**config.mk**
```make
export PLATFORM = sky130hd
export DESIGN_NAME = stack_seq_flat
export DESIGN_NICKNAME = d
export VERILOG_FILES = /design/src/rtl/stack_pkg.sv /design/src/rtl/stack_seq_if.sv /design/src/rtl/stack_ptr.sv /design/src/rtl/stack_seq.sv /design/src/flat_wrapper.sv
export SDC_FILE = /design/constraint.sdc
export NUM_CORES = 1
export LEC_CHECK = 0
export CAP_MARGIN = 40
export CORE_MARGIN = 3
export CORE_UTILIZATION = 50
export DETAILED_ROUTE_END_ITERATION = 6
export GPL_TIMING_DRIVEN = 0
export PLACE_DENSITY = 0.9
export SLEW_MARGIN = 20
export SYNTH_ARGS = -nofsm -noshare
export SYNTH_HDL_FRONTEND = slang
export SYNTH_HIERARCHICAL = 1
export SYNTH_SLANG_ARGS = --single-unit
```
**constraint.sdc**
```tcl
create_clock -name ph1 -period 7.05 [get_ports ph1]
set_input_delay 1.41 -clock ph1 [delete_from_list [all_inputs] [get_ports ph1]]
set_output_delay 1.41 -clock ph1 [all_outputs]
set_load 0.01 [all_outputs]
```
**src/rtl/stack_pkg.sv**
```systemverilog
// Shared types and defaults for the 6502 stack sequencer: command opcodes,
// sequencer states and the stack-page address helper.
package stack_pkg;

  localparam logic [7:0] DEF_STACK_PAGE = 8'h01;
  localparam logic [7:0] DEF_RESET_SP   = 8'hFF;

  typedef enum logic [2:0] {
    OP_PUSH1 = 3'd0,
    OP_PUSH2 = 3'd1,
    OP_PULL1 = 3'd2,
    OP_PULL2 = 3'd3,
    OP_LOAD  = 3'd4
  } cmd_op_e;

  typedef enum logic [2:0] {
    ST_IDLE     = 3'd0,
    ST_PUSH_HI  = 3'd1,
    ST_PUSH_LO  = 3'd2,
    ST_PULL_RD  = 3'd3,
    ST_PULL_CAP = 3'd4,
    ST_DONE     = 3'd5
  } state_e;

  function automatic logic [15:0] stack_addr(input logic [7:0] page, input logic [7:0] ptr);
    return {page, ptr};
  endfunction

endpackage

```
**src/rtl/stack_seq_if.sv**
```systemverilog
// Command handshake plus shared memory port between the control FSM,
// the stack sequencer and the memory mux.
interface stack_seq_if;
  logic        cmd_valid;
  logic        cmd_ready;
  logic [2:0]  cmd_op;
  logic [15:0] cmd_data;
  logic        done;
  logic [15:0] pull_data;
  logic [15:0] mem_addr;
  logic [7:0]  mem_wdata;
  logic        mem_we;
  logic        mem_re;
  logic [7:0]  mem_rdata;

  modport master (
    output cmd_valid, cmd_op, cmd_data, mem_rdata,
    input  cmd_ready, done, pull_data, mem_addr, mem_wdata, mem_we, mem_re
  );

  modport slave (
    input  cmd_valid, cmd_op, cmd_data, mem_rdata,
    output cmd_ready, done, pull_data, mem_addr, mem_wdata, mem_we, mem_re
  );
endinterface

```
**src/rtl/stack_ptr.sv**
```systemverilog
// 8-bit stack pointer with increment/decrement/load. With STACK_OVF_EN the
// wrap output is a sticky flag for 00->FF / FF->00 wraps, cleared by load.
module stack_ptr
  import stack_pkg::*;
#(
  parameter logic [7:0] RESET_SP = DEF_RESET_SP
) (
  input  logic       clk,
  input  logic       rst_n,
  input  logic       inc,
  input  logic       dec,
  input  logic       load,
  input  logic [7:0] load_val,
  output logic [7:0] sp,
  output logic [7:0] sp_next,
  output logic       wrap
);

  // next pointer value, also exported so callers can register addresses ahead
  always_comb begin
    sp_next = sp;
    if (load) begin
      sp_next = load_val;
    end else if (inc) begin
      sp_next = sp + 8'd1;
    end else if (dec) begin
      sp_next = sp - 8'd1;
    end else begin
      sp_next = sp;
    end
  end

  // pointer register
  always_ff @(posedge clk or negedge rst_n) begin
    if (!rst_n) begin
      sp <= RESET_SP;
    end else begin
      sp <= sp_next;
    end
  end

`ifdef STACK_OVF_EN
  logic wrap_r;
  logic wrap_hit_s;

  assign wrap_hit_s = (inc && (sp == 8'hFF)) || (dec && (sp == 8'h00));

  // sticky wrap flag
  always_ff @(posedge clk or negedge rst_n) begin
    if (!rst_n) begin
      wrap_r <= 1'b0;
    end else if (load) begin
      wrap_r <= 1'b0;
    end else if (wrap_hit_s) begin
      wrap_r <= 1'b1;
    end else begin
      wrap_r <= wrap_r;
    end
  end

  assign wrap = wrap_r;
`else
  assign wrap = 1'b0;
`endif

endmodule

```
**src/rtl/stack_seq.sv**
```systemverilog
// 6502 stack-page sequencer: 1/2-byte pushes and pulls, SP load, at {STACK_PAGE, SP}.
// Optional sticky wrap flag on ovf when STACK_OVF_EN is defined.
module stack_seq
  import stack_pkg::*;
#(
  parameter logic [7:0] STACK_PAGE = DEF_STACK_PAGE,
  parameter logic [7:0] RESET_SP   = DEF_RESET_SP
) (
  input  logic       ph1,
  input  logic       reset,
  stack_seq_if.slave bus,
  output logic [7:0] sp,
  output logic       ovf
);

  state_e      state_r, state_next_s;
  logic [2:0]  op_r;
  logic [15:0] data_r;
  logic [7:0]  lo_r;
  logic        pull_hi_r;
  logic [15:0] pull_data_r;
  logic        accept_s, inc_s, dec_s, load_s;
  logic [7:0]  sp_next_s;
  logic [15:0] data_src_s;
  logic        ready_r, done_r, we_r, re_r;
  logic [15:0] addr_r;
  logic [7:0]  wdata_r;

  assign accept_s   = bus.cmd_valid && (state_r == ST_IDLE);
  assign data_src_s = accept_s ? bus.cmd_data : data_r;

  stack_ptr #(.RESET_SP(RESET_SP)) u_ptr (
    .clk      (ph1),
    .rst_n    (reset),
    .inc      (inc_s),
    .dec      (dec_s),
    .load     (load_s),
    .load_val (bus.cmd_data[7:0]),
    .sp       (sp),
    .sp_next  (sp_next_s),
    .wrap     (ovf)
  );

  // state register
  always_ff @(posedge ph1 or negedge reset) begin
    if (!reset) begin
      state_r <= ST_IDLE;
    end else begin
      state_r <= state_next_s;
    end
  end

  // next-state and pointer control
  always_comb begin
    state_next_s = state_r;
    inc_s        = 1'b0;
    dec_s        = 1'b0;
    load_s       = 1'b0;
    case (state_r)
      ST_IDLE: begin
        if (bus.cmd_valid) begin
          case (bus.cmd_op)
            OP_PUSH1: state_next_s = ST_PUSH_LO;
            OP_PUSH2: state_next_s = ST_PUSH_HI;
            OP_PULL1, OP_PULL2: state_next_s = ST_PULL_RD;
            OP_LOAD: begin
              state_next_s = ST_DONE;
              load_s       = 1'b1;
            end
            default: state_next_s = ST_DONE;
          endcase
        end else begin
          state_next_s = ST_IDLE;
        end
      end
      ST_PUSH_HI: begin
        dec_s        = 1'b1;
        state_next_s = ST_PUSH_LO;
      end
      ST_PUSH_LO: begin
        dec_s        = 1'b1;
        state_next_s = ST_DONE;
      end
      ST_PULL_RD: begin
        inc_s        = 1'b1;
        state_next_s = ST_PULL_CAP;
      end
      ST_PULL_CAP: begin
        if ((op_r == OP_PULL2) && !pull_hi_r) begin
          state_next_s = ST_PULL_RD;
        end else begin
          state_next_s = ST_DONE;
        end
      end
      ST_DONE: state_next_s = ST_IDLE;
      default: state_next_s = ST_IDLE;
    endcase
  end

  // command latch and pull-byte capture; pull_data only changes when a pull completes
  always_ff @(posedge ph1 or negedge reset) begin
    if (!reset) begin
      op_r        <= 3'd0;
      data_r      <= 16'h0000;
      lo_r        <= 8'h00;
      pull_hi_r   <= 1'b0;
      pull_data_r <= 16'h0000;
    end else if (accept_s) begin
      op_r      <= bus.cmd_op;
      data_r    <= bus.cmd_data;
      pull_hi_r <= 1'b0;
    end else if (state_r == ST_PULL_CAP) begin
      if ((op_r == OP_PULL2) && !pull_hi_r) begin
        lo_r      <= bus.mem_rdata;
        pull_hi_r <= 1'b1;
      end else if (op_r == OP_PULL2) begin
        pull_data_r <= {bus.mem_rdata, lo_r};
        pull_hi_r   <= 1'b0;
      end else begin
        pull_data_r <= {8'h00, bus.mem_rdata};
      end
    end else begin
      pull_hi_r <= pull_hi_r;
    end
  end

  // outputs registered from the state being entered and the pointer it will hold
  always_ff @(posedge ph1 or negedge reset) begin
    if (!reset) begin
      ready_r <= 1'b1;
      done_r  <= 1'b0;
      we_r    <= 1'b0;
      re_r    <= 1'b0;
      addr_r  <= stack_addr(STACK_PAGE, RESET_SP);
      wdata_r <= 8'h00;
    end else begin
      ready_r <= (state_next_s == ST_IDLE);
      done_r  <= (state_next_s == ST_DONE);
      we_r    <= (state_next_s == ST_PUSH_HI) || (state_next_s == ST_PUSH_LO);
      re_r    <= (state_next_s == ST_PULL_RD);
      if (state_next_s == ST_PULL_RD) begin
        addr_r <= stack_addr(STACK_PAGE, sp_next_s + 8'd1);
      end else begin
        addr_r <= stack_addr(STACK_PAGE, sp_next_s);
      end
      if (state_next_s == ST_PUSH_HI) begin
        wdata_r <= data_src_s[15:8];
      end else if (state_next_s == ST_PUSH_LO) begin
        wdata_r <= data_src_s[7:0];
      end else begin
        wdata_r <= 8'h00;
      end
    end
  end

  assign bus.cmd_ready = ready_r;
  assign bus.done      = done_r;
  assign bus.mem_we    = we_r;
  assign bus.mem_re    = re_r;
  assign bus.mem_addr  = addr_r;
  assign bus.mem_wdata = wdata_r;
  assign bus.pull_data = pull_data_r;

endmodule

```
**src/flat_wrapper.sv**
```systemverilog
// flat-port wrapper written by rule: the top's interface ports become plain ports
module stack_seq_flat import stack_pkg::*;
#(
  parameter logic [7:0] STACK_PAGE = DEF_STACK_PAGE,
  parameter logic [7:0] RESET_SP   = DEF_RESET_SP
)
  (ph1, reset, sp, ovf, bus_cmd_valid, bus_cmd_op, bus_cmd_data, bus_mem_rdata, bus_cmd_ready, bus_done, bus_pull_data, bus_mem_addr, bus_mem_wdata, bus_mem_we, bus_mem_re);
  stack_seq_if bus_i ();
  input  logic ph1;
  input  logic reset;
  output logic [7:0] sp;
  output logic ovf;
  input wire logic [$bits(bus_i.cmd_valid)-1:0] bus_cmd_valid;
  input wire logic [$bits(bus_i.cmd_op)-1:0] bus_cmd_op;
  input wire logic [$bits(bus_i.cmd_data)-1:0] bus_cmd_data;
  input wire logic [$bits(bus_i.mem_rdata)-1:0] bus_mem_rdata;
  output wire logic [$bits(bus_i.cmd_ready)-1:0] bus_cmd_ready;
  output wire logic [$bits(bus_i.done)-1:0] bus_done;
  output wire logic [$bits(bus_i.pull_data)-1:0] bus_pull_data;
  output wire logic [$bits(bus_i.mem_addr)-1:0] bus_mem_addr;
  output wire logic [$bits(bus_i.mem_wdata)-1:0] bus_mem_wdata;
  output wire logic [$bits(bus_i.mem_we)-1:0] bus_mem_we;
  output wire logic [$bits(bus_i.mem_re)-1:0] bus_mem_re;
  assign bus_i.cmd_valid = bus_cmd_valid;
  assign bus_i.cmd_op = bus_cmd_op;
  assign bus_i.cmd_data = bus_cmd_data;
  assign bus_i.mem_rdata = bus_mem_rdata;
  assign bus_cmd_ready = bus_i.cmd_ready;
  assign bus_done = bus_i.done;
  assign bus_pull_data = bus_i.pull_data;
  assign bus_mem_addr = bus_i.mem_addr;
  assign bus_mem_wdata = bus_i.mem_wdata;
  assign bus_mem_we = bus_i.mem_we;
  assign bus_mem_re = bus_i.mem_re;
  stack_seq #(.STACK_PAGE(STACK_PAGE), .RESET_SP(RESET_SP)) u_core (.ph1(ph1), .reset(reset), .bus(bus_i), .sp(sp), .ovf(ovf));
endmodule
```
### After elaboration in Yosys (flattened, before gate mapping)

Cells that the tools add are included.

| word-level totals | value |
|---|---|
| input bits | 30 |
| bits in registers | 83 |
| word-level logic and storage cells | 66 |

| cells by class | value |
|---|---|
| multiplexer cells | 21 |
| $add $sub $neg | 3 |
| reductions and logical operators | 14 |
| eq/ne operators | 13 |
| bitwise logic cells | 2 |

Operators by type and width:

| operator | number |
|---|---|
| 8-bit two-way mux | 6 |
| 16-bit two-way mux | 2 |
| 3-bit by 2-bit == test with 1-bit output, second input constant | 7 |
| 8-bit by 1-bit adder with 8-bit output, second input constant | 2 |
| 3-bit case mux with 5 select lines | 1 |
| 3-bit by 1-bit == test with 1-bit output, second input constant | 3 |
| 3-bit == test, second input constant | 3 |
| 3-bit zero test | 3 |
| 1-bit two-way mux | 9 |
| 3-bit case mux with 3 select lines | 1 |
| 8-bit by 1-bit subtractor with 8-bit output, second input constant | 1 |
| 3-bit two-way mux | 2 |
| 3-bit AND reduction | 2 |
| 2-bit OR reduction | 2 |
| 3-bit nonzero test | 1 |
| 1-bit logical AND | 2 |
| 1-bit inverter | 2 |
| 2-bit AND reduction | 1 |
| 2-bit nonzero test | 1 |
| 1-bit zero test | 1 |
| 1-bit logical OR | 1 |

### Longest topological paths before layout

| depth | value |
|---|---|
| depth after elaboration | 8 |
| gate-level depth with buffers | 11 |
| gate-level depth less buffers | 10 |

### Hierarchy

The synthesis kept the hierarchy.

By module, submodules not included:

| module | area an instance (µm²) | seq. area each (µm²) | cells an instance | instances |
|---|---|---|---|---|
| stack_seq | 2921.6 | 1687.9 | 254 | 1 |
| stack_ptr | 561.8 | 210.2 | 61 | 1 |

### Worst setup path before layout

Ideal clock, no wire load.

| timing path | value |
|---|---|
| kind | input to register |
| start | input port bus_cmd_valid |
| end | register u_core.addr_r[6], in the netlist u_core/bus.mem_addr[6] |
| path buffers | 3 |
| path slack | 3.362 ns |
| data required time | 6.975 ns |
| arrival | 3.614 ns |
| stages on the path | 11 |
| setup time | 0.075 ns |
| cells stage by stage | or4b_1 > buf_2 > nor4_1 > buf_2 > clkbuf_1 > nand2_1 > o21ai_0 > ha_1 > nand4_1 > a211oi_1 > xor2_1 |

| between the ends | value |
|---|---|
| word-level cells in the longest chain between the ends | 5 |

RTL lines:

| item | RTL line | source |
|---|---|---|
| start, declared | flat_wrapper.sv:13 | `input wire logic [$bits(bus_i.cmd_valid)-1:0] bus_cmd_valid;` |
| 1-bit two-way mux | stack_seq.sv:61 | `if (bus.cmd_valid) begin` |
| 1-bit two-way mux | stack_seq.sv:59 | `case (state_r)` |
| net u_core.load_s | stack_seq.sv:22 | `logic accept_s, inc_s, dec_s, load_s;` |
| 8-bit two-way mux | stack_ptr.sv:22 | `if (load) begin` |
| net u_core.sp_next_s[0] | stack_seq.sv:23 | `logic [7:0] sp_next_s;` |
| 8-bit by 1-bit adder with 8-bit output | stack_seq.sv:142 | `addr_r <= stack_addr(STACK_PAGE, sp_next_s + 8'd1);` |
| 8-bit two-way mux | stack_seq.sv:141 | `if (state_next_s == ST_PULL_RD) begin` |
| end signal, assigned | stack_seq.sv:134 | `addr_r <= stack_addr(STACK_PAGE, RESET_SP);` |
| end signal, assigned | stack_seq.sv:142 |  |
| end signal, assigned | stack_seq.sv:144 | `addr_r <= stack_addr(STACK_PAGE, sp_next_s);` |
| end, declared | stack_seq.sv:26 | `logic [15:0] addr_r;` |

The timed path passes the listed nets, and every way through them passes these cells.
A chain may end at the register's enable or synchronous reset.

### Worst setup path after layout

Ends and elaborated chain as after synthesis.

==> impl_metrics.toml <==
[run_status]
outcome = "finished clean"

[pwr]
cellLeakagePower_nw = 1.93
power.net_switching_mw = 0.761
vdd_drop_max_mv = 0.223
p_total_mw = 2.03
power.density_nw_per_um2 = 442
part_of_the_power_in_registers_pct = 36.8
netSwitchingFraction_pct = 37.6
p_comb_share_pct = 45.4
p_int_mw = 1.26
clock_power_share_pct = 17.8

[detailed_routing]
detailedRoute.firstPassIterationCount = 4
viasPerCell = 5.65
drtAntennaViolNets = 0
routed_wirelength_um = 8280
route.detailed.wl_per_inst_um = 16.9
routed-via-count = 2763
detail_route.drc_violations = 0
detail_route.iter0.violations = 221

[synthesis]
netlist-cell-type-count = 49
synth_top_cell_by_area = "dfrtp_1"
post_synth_inst_count = 315
postSynthAreaPerCell_um2 = 11.1
postSynthRegisterBits = 75
dominantRegCellSynth = "dfrtp_1"
synth_area_leaders = "dfrtp_1 42%, dfstp_2 13%, nand2_1 5.6%"
synthesis.yosys.warnings = 6
synth_edf_count = 0
yosysMostFrequentCell = "dfrtp_1"
synth_area_um2 = 3480
synth_largest_type_area_fraction_pct = 41.7
synth_top_cells_by_count = "58 x dfrtp_1, 52 x nand2_1, 17 x dfstp_2, 17 x mux2_2, 15 x o21ai_0"
sequential_fraction_of_the_synthesis_area_pct = 54.5
asyncSetResetFlopFracSynth_pct = 100

[timing]
max_slew_headroom_at_the_worst_pin_pct = 45.7
finalSetupViolations = 0
fin_skew_ns = 0.00910
finalHoldViolations = 0
grt_setup_unrepaired = "false"
max_slew.worst_pin.slew_ns = 0.807
slew_viol_final = 0
finalCriticalPeriod_ns = 4.50
setup-tns-final_ns = 0
fmax_ghz = 0.222
final_min_period_over_clock_period_pct = 63.8

[layout]
areaGrowthSynthToFinish_pct = 31.5
fillers = 446
layout.nets = 440
fraction_of_layout_cells_with_a_size_suffix_above_1_pct = 18.7
antenna_cells = 0

[flow_run]
number_of_max_capacitance_violations_reported = 0

[setup_path]
timing.setup.critical_path_class = "input port to register"
type_of_element_capturing_the_critical_path = "register"
startpoint_type = "input port"
timing.critical_path.required_ns = 7.32
path_max_fanout = 10
timing.critical_path.arrival_ns = 4.77

[placed_design]
detailed_place_hpwl_um = 5930
place_congestion = 0.868
io_buffers = 73

[clock_tree]
cts_hold_buf = 0
post_cts_resized = 0
clk_path_buf_depth = 2
cts_root_buffer = "clkbuf_8"
tritoncts = "yes"
clock_tree.htree_level_count = 3
clk_pin_slew_ns = 0.08
tritoncts.num_buffers = 9
post-cts-setup-buffer-count = 0
tritoncts_num_sinks = 75
worst_skew_pair.late_latency_ns = 0.36

[floorplan]
ioPinCount = 83
die_height_um = 89.5
floorplan.initialDensity_pct = 53.3
die_span_x_um = 89.5
fp.coreArea_um2 = 6530
die_area_um2 = 8000
floorplan.rows = 29

[global_routing]
grt_util_all_layers_pct = 22.9
grt_pass1_wl_um = 13900
grt_start_max_net_pins = 63
first_global_vias = 2816
antenna_violations_before_repair = 0
grt.overflow.total = 0

[hold_path]
min_path_type = "register to register"
[power by group through the flow]
stage	Clock (mW)	Combinational, mW	Sequential [mW]
finish	0.360	0.920	0.745
global route	0.388	1.01	0.766
CTS	0.367	0.916	0.744
detailed placement	0	0.902	0.752
global placement	0	0.866	0.741
floorplan	0	0.525	0.775
[critical path: stages]
cell             delay [ns]
clkdlybuf4s50_1        0.50
or4b_1                 0.44
buf_2                  0.18
nor4_1                 0.19
buf_2                  0.27
clkbuf_1               0.35
nand2_1                0.10
o21ai_0                0.33
ha_1                   0.34
nand4_1                0.12
a211oi_1               0.31
xor2_1                 0.23
[logic make-up (layout without fill, tap and decap cells)]
group / count (synthesis) / in the layout / share of synthesized area, %
buffers and inverters: 35 / 126 / 5.21
DFF: 75 / 75 / 54.5
other: 3 / 9 / 0.323
xor gates and xnor gates: 14 / 14 / 3.52
adders and majority gates: 3 / 3 / 1.08
AOI/OAI and AO/OA: 61 / 61 / 12.9
and+or+nand+nor: 96 / 96 / 13.8
muxes: 28 / 28 / 8.66
[state kept, by name (all words and copies together), names as in the netlist]
signal,count
u_core/bus.cmd_ready,1
u_core/bus.done,1
u_core/bus.mem_addr,8
u_core/bus.mem_re,1
u_core/bus.mem_wdata,8
u_core/bus.mem_we,1
u_core/bus.pull_data,16
u_core/data_r,16
u_core/lo_r,8
u_core/op_r,3
u_core/pull_hi_r,1
u_core/state_r,3
u_core/u_ptr/sp,8
[per-layer routing]
| metal | track usage [%] | up-vias | share of wire [%] |
|---|---|---|---|
| met4 | 10.7 | 0 | 2.7 |
| met2 | 37.8 | 116 | 51 |
| met3 | 4.98 | 20 | 6.2 |
| met1 | 28.7 | 1343 | 40 |
| met5 | 0 | - | 0 |
| li1 | - | 1284 | - |
[worst paths after layout]
path                              startpoint                       end  slack (ns)  depth (start not counted)
min in group asynchronous              reset  u_core/bus.pull_data[13]        0.89                          1
setup / recovery               bus_cmd_valid    u_core/bus.mem_addr[6]        2.55                         12
max in group asynchronous              reset        u_core/u_ptr/sp[1]        5.56                          2
hold / removal                u_core/lo_r[2]            u_core/lo_r[2]        0.48                          2
setup reg to reg           u_core/state_r[1]    u_core/bus.mem_addr[6]        3.56                         11
hold reg to reg               u_core/lo_r[2]            u_core/lo_r[2]        0.48                          2
[layout by cell type, fill, tap and decap left out, types with 2 or more instances in the layout]
cell type / netlist / layout
clkdlybuf4s50_1: 0 / 72
dfrtp_1: 58 / 58
nand2_1: 52 / 52
mux2_2: 17 / 17
dfstp_2: 17 / 17
o21ai_0: 15 / 15
nand4_1: 13 / 13
a21oi_1: 11 / 11
mux2i_1: 11 / 11
buf_4: 9 / 10
clkbuf_1: 10 / 10
o211ai_1: 10 / 10
clkbuf_8: 0 / 9
xnor2_1: 9 / 9
conb_1: 3 / 9
buf_2: 7 / 8
a22o_1: 8 / 8
inv_1: 7 / 7
nand3_1: 6 / 6
nor3_1: 5 / 5
xor2_1: 5 / 5
clkinv_2: 0 / 3
nand3b_1: 3 / 3
a211oi_1: 3 / 3
ha_1: 3 / 3
o21ai_1: 3 / 3
bufinv_16: 0 / 2
clkinv_4: 0 / 2
nand2b_1: 2 / 2
nor2_1: 2 / 2
o32ai_1: 2 / 2
and2_1: 2 / 2
[cell type report]
| type | count | area (um2) | share of cell area, % |
|---|---|---|---|
| buffer | 28 | 155 | 3.39 |
| clock buffer | 9 | 124 | 2.70 |
| clock inverter | 7 | 92.6 | 2.02 |
| inverter | 7 | 26.3 | 0.574 |
| multi-input combinational | 211 | 1430 | 31.1 |
| sequential | 75 | 1900 | 41.4 |
| tap | 77 | 96.3 | 2.10 |
| timing repair buffer | 75 | 761 | 16.6 |
[stage by stage]
stage	setup slack [ns]	cells	utilization, %	hold WS (ns)	area (um2)
finish	2.55	489	70.1	0.483	4580
global route	2.32	489	70.1	0.507	4580
CTS	2.69	489	70.1	0.484	4580
detailed placement	2.36	473	66.8	0.463	4360
global placement	2.19	471	66.3	0.458	4330
floorplan	3.36	321	-	0.445	3510
Power figures use the tool's default switching activity.
